`src/rtl/micro_sequencer.sv`:
```
// Micro-program sequencer: latches an instruction, walks its 4-word micro-ROM routine
// and presents registered microwords downstream. Optional MICRO_SEQ_RETIRE_COUNT_EN adds a retired-routine counter.
module micro_sequencer #(
    parameter int INSTR_W = 22,
    parameter int UWORD_W = 33,
    parameter int UADDR_W = 6
) (
    input  logic               clk,
    input  logic               reset,
    input  logic [INSTR_W-1:0] instr_in,
    input  logic               instr_valid,
    output logic               instr_ready,
    output logic [UADDR_W-1:0] uaddr,
    input  logic [UWORD_W-1:0] uword,
    output logic [UWORD_W-1:0] Q,
    output logic [INSTR_W-1:0] instruction,
    output logic               uvalid,
`ifdef MICRO_SEQ_RETIRE_COUNT_EN
    output logic [15:0]        retired,
`endif
    output logic               halted
);

    typedef enum logic [1:0] {
        ST_IDLE = 2'b00,
        ST_EXEC = 2'b01,
        ST_HALT = 2'b10
    } state_t;

    state_t               r_state;
    logic [UWORD_W-1:0]   r_q;
    logic [INSTR_W-1:0]   r_instr;
    logic [UADDR_W-1:0]   r_uaddr;
    logic                 r_uvalid;
    logic                 r_halted;
    logic                 r_ready;
`ifdef MICRO_SEQ_RETIRE_COUNT_EN
    logic [15:0]          r_retired;
`endif

    logic                 w_end;
    logic                 w_halt;
    logic                 w_last;
    logic [UADDR_W-1:0]   w_base;

    assign w_end  = uword[UWORD_W-1];
    assign w_halt = uword[UWORD_W-2];
    // Slot 3 forces the end so a routine never runs into the next opcode's slot.
    assign w_last = w_end | (r_uaddr[1:0] == 2'b11);
    assign w_base = UADDR_W'({instr_in[INSTR_W-1 -: 4], 2'b00});

    // Sequencer state machine with all outputs registered.
    always_ff @(posedge clk or posedge reset) begin
        if (reset) begin
            r_state   <= ST_IDLE;
            r_q       <= '0;
            r_instr   <= '0;
            r_uaddr   <= '0;
            r_uvalid  <= 1'b0;
            r_halted  <= 1'b0;
            r_ready   <= 1'b1;
`ifdef MICRO_SEQ_RETIRE_COUNT_EN
            r_retired <= 16'd0;
`endif
        end else begin
            case (r_state)
                ST_IDLE: begin
                    r_uvalid <= 1'b0;
                    if (instr_valid) begin
                        r_instr <= instr_in;
                        r_uaddr <= w_base;
                        r_ready <= 1'b0;
                        r_state <= ST_EXEC;
                    end
                end
                ST_EXEC: begin
                    r_q      <= uword;
                    r_uvalid <= 1'b1;
                    if (!w_last) begin
                        r_uaddr <= r_uaddr + UADDR_W'(1);
                    end
                    if (w_halt) begin
                        r_state  <= ST_HALT;
                        r_halted <= 1'b1;
                    end else if (w_last) begin
                        r_state <= ST_IDLE;
                        r_ready <= 1'b1;
`ifdef MICRO_SEQ_RETIRE_COUNT_EN
                        r_retired <= r_retired + 16'd1;
`endif
                    end
                end
                ST_HALT: begin
                    r_uvalid <= 1'b0;
                end
                default: begin
                    r_state  <= ST_IDLE;
                    r_uvalid <= 1'b0;
                    r_ready  <= 1'b1;
                end
            endcase
        end
    end

    assign Q           = r_q;
    assign instruction = r_instr;
    assign uaddr       = r_uaddr;
    assign uvalid      = r_uvalid;
    assign halted      = r_halted;
    assign instr_ready = r_ready;
`ifdef MICRO_SEQ_RETIRE_COUNT_EN
    assign retired     = r_retired;
`endif

endmodule

```
`config.mk`:
```
export PLATFORM = sky130hd
export DESIGN_NAME = micro_sequencer
export DESIGN_NICKNAME = d
export VERILOG_FILES = /design/src/rtl/micro_sequencer.sv
export SDC_FILE = /design/constraint.sdc
export NUM_CORES = 1
export LEC_CHECK = 0
export ABC_AREA = 1
export ABC_CLOCK_PERIOD_IN_PS = 4600
export CORE_ASPECT_RATIO = 1.2
export CORE_MARGIN = 8
export CORE_UTILIZATION = 44
export CTS_CLUSTER_SIZE = 10
export DETAILED_ROUTE_END_ITERATION = 7
export PLACE_DENSITY_LB_ADDON = 0.15
export SYNTH_ARGS = -nofsm -noshare
export SYNTH_HDL_FRONTEND = slang
export SYNTH_SLANG_ARGS = --single-unit
```
`constraint.sdc`:
```
create_clock -name clk -period 4.6 [get_ports clk]
set_clock_uncertainty 0.05 [all_clocks]
set_input_delay 1.38 -clock clk [delete_from_list [all_inputs] [get_ports clk]]
set_output_delay 1.38 -clock clk [all_outputs]
set_load 0.05 [all_outputs]
```
==> flow_summary.ini <==
[status]
status = finished clean

[cts]
post_cts_buffers = 0
clockRootBuffer = clkbuf_8
cts_resized = 0
numCtsBuffers = 9
cts.sinks = 66
cts_hold_buffers = 0
clk_pin_slew_ns = 0.07
clk_latency_ns = 0.33
htree_num_levels = 3
clockBufferDepth = 2
cts_tree = done

[finish]
diodes = 0
final_common_cell = nand2_1
drive_gt1_share_pct = 5.41
syn_to_final_growth_pct = 54.0
finalNonFillerCells = 507
nets = 479
register_area_um2 = 1650
final_cell_mix = nand2_1, clkdlybuf4s50_1, dfrtp_1
fillers = 519
multi_input_area_um2 = 836

[critical_path]
cp_max_fo = 2
crit_chain = clkdlybuf4s50_1
crit_arrival_ns = 1.68
path_depth = 1
timing.critical_path.buf_inv = 1
crit_family = buffers and inverters
crit_path_start = instr_ready
cp_slowest_stage_delay_ns = 0.81
crit_type = flop to primary output
end_kind = primary output
crit_slowest_cell = clkdlybuf4s50_1
rr_endpoint = uaddr[4]
rr_startpoint = r_state[0]
startpoint_type = flop
reg2regPathDepth = 5
crit_path_end = instr_ready
critical_path_required_ns = 3.17
r2r_setup_slack_ns = 2.71

[die]
start_util_pct = 44.5
die_y_um = 101
ios = 122
core_um2 = 5900
fp.dieW_um = 86.5
fp.dieArea_um2 = 8700
num_rows = 31

[grt]
grt_usage_pct = 16.3
antenna_found_initial = 0
grt_pass1_vias = 2392
overflow = 0
grt_pass1_wl_um = 11200
grt_max_degree = 47

[routing]
via_per_inst = 4.45
dr.first_iter.drc_count = 103
drcViolationCount = 0
wl_per_cell_um = 13.5
ant_nets = 0
num_vias = 2257
firstDrtPassIters = 4
drt-total-wl_um = 6860

[sta]
holdWs_ns = 0.424
slew_violations = 0
worst_slew_pin_slew_ns = 0.946
final_hold_viol_count = 0
grt_setup_unrepaired = false
slew_headroom_pct = 36.8
timing.final.crit_share_pct = 67.6
tns_ns = 0
clock.fmax_mhz = 322
finalCriticalPeriod_ns = 3.11
finalSetupViolCount = 0

[placement]
dp_cells = 491
port-buffer-count = 121
dp_hpwl_um = 5020
routabilityCongestion = 0.717

[logic_synthesis]
syn_inst = 296
seq_area_frac_synth_pct = 63.0
syn_area_um2 = 2620
synth_warnings = 0
synth_fp_nets = 355
synth_seq_cells = 66
synth_area_per_cell_um2 = 8.86
yosysUniqueCellTypes = 16

[run]
maxCapViolCount = 0

[power_and_ir_drop]
pwr_density_cell_nw_per_um2 = 260
ir_drop_mv = 0.218
p_leak_nw = 1.92

[hold_path]
hold_path.class = flop to flop
==> area by class of cell <==
type,count,area share (%)
Timing Repair Buffer,123,30.3
Tap cell,82,2.54
Sequential cell,66,40.9
Multi-Input combinational cell,204,20.7
Clock inverter,3,0.372
Inverter,16,1.49
Clock buffer,13,3.68
==> power breakdown <==
group	switching (mW)	internal [mW]	total [mW]
registers	0	0.580	0.580
clock network	0.202	0.208	0.410
logic	0.0190	0.0433	0.0623
total	0.220	0.832	1.05
==> worst reg2reg max path, cell delays in order, from the launching register on <==
cell      delay [ns]
dfrtp_1         0.44
inv_2           0.12
nand3_1         0.63
nor2_1          0.35
o21bai_1        0.15
inv_1           0.05
==> cell usage after synthesis <==
cell | instances | area, um^2
nand2_1 | 172 | 646
dfrtp_1 | 65 | 1630
inv_1 | 15 | 56.3
nor2_1 | 9 | 33.8
nand3_1 | 7 | 35.0
o21ai_0 | 6 | 30.0
buf_4 | 5 | 37.5
nor2_4 | 4 | 45.0
buf_2 | 3 | 15.0
o21bai_1 | 3 | 22.5
buf_6 | 2 | 22.5
a21oi_1 | 1 | 5.00
dfstp_2 | 1 | 26.3
ha_1 | 1 | 12.5
inv_2 | 1 | 3.75
nand2_2 | 1 | 6.26
==> stage by stage <==
step                      setup WS, ns  power (mW)  cell area, um^2  util, %
final                             1.49        1.05             4040     68.5
after CTS                         1.47        1.07             4040     68.5
after global routing              1.45        1.10             4040     68.5
after detailed placement          1.41       0.654             3880     65.8
after floorplan                   1.52       0.601             2620        -
after global placement            1.49       0.654             3880     65.8
==> state kept, by name, summed over array words and instances, names as in the netlist <==
| name | count |
|---|---|
| Q | 33 |
| instruction | 22 |
| uaddr | 6 |
| r_state | 2 |
| halted | 1 |
| instr_ready | 1 |
| uvalid | 1 |
==> cells by family (layout without fill, tap and decap cells) <==
| group | Yosys count | count (layout) | synth area share, % |
|---|---|---|---|
| buffers and inverters | 26 | 155 | 5.15 |
| AO/OA/AOI/OAI | 10 | 10 | 2.19 |
| flip-flops | 66 | 66 | 63.0 |
| AND/OR/NAND/NOR | 193 | 193 | 29.2 |
| adder cells (fa/ha/maj) | 1 | 1 | 0.477 |
==> metal layers <==
layer	up-vias	global-route usage [%]	routed length [um]
met1	1022	19.0	2930
met4	0	7.70	152
li1	1138	-	-
met5	-	0	0
met3	14	6.93	692
met2	83	25.3	3090
==> worst min-delay path by stage <==
| stage | startpoint | to | cells past startpoint | slack, ns |
|---|---|---|---|---|
| finish | halted | halted | 2 | 0.42 |
| global route | Q[17] | Q[17] | 2 | 0.45 |
| CTS | halted | halted | 2 | 0.43 |
| detailed placement | halted | halted | 2 | 0.41 |
| global placement | halted | halted | 2 | 0.40 |
| floorplan | r_state[1] | Q[19] | 3 | 0.51 |
Power figures use the tool's default switching activity.
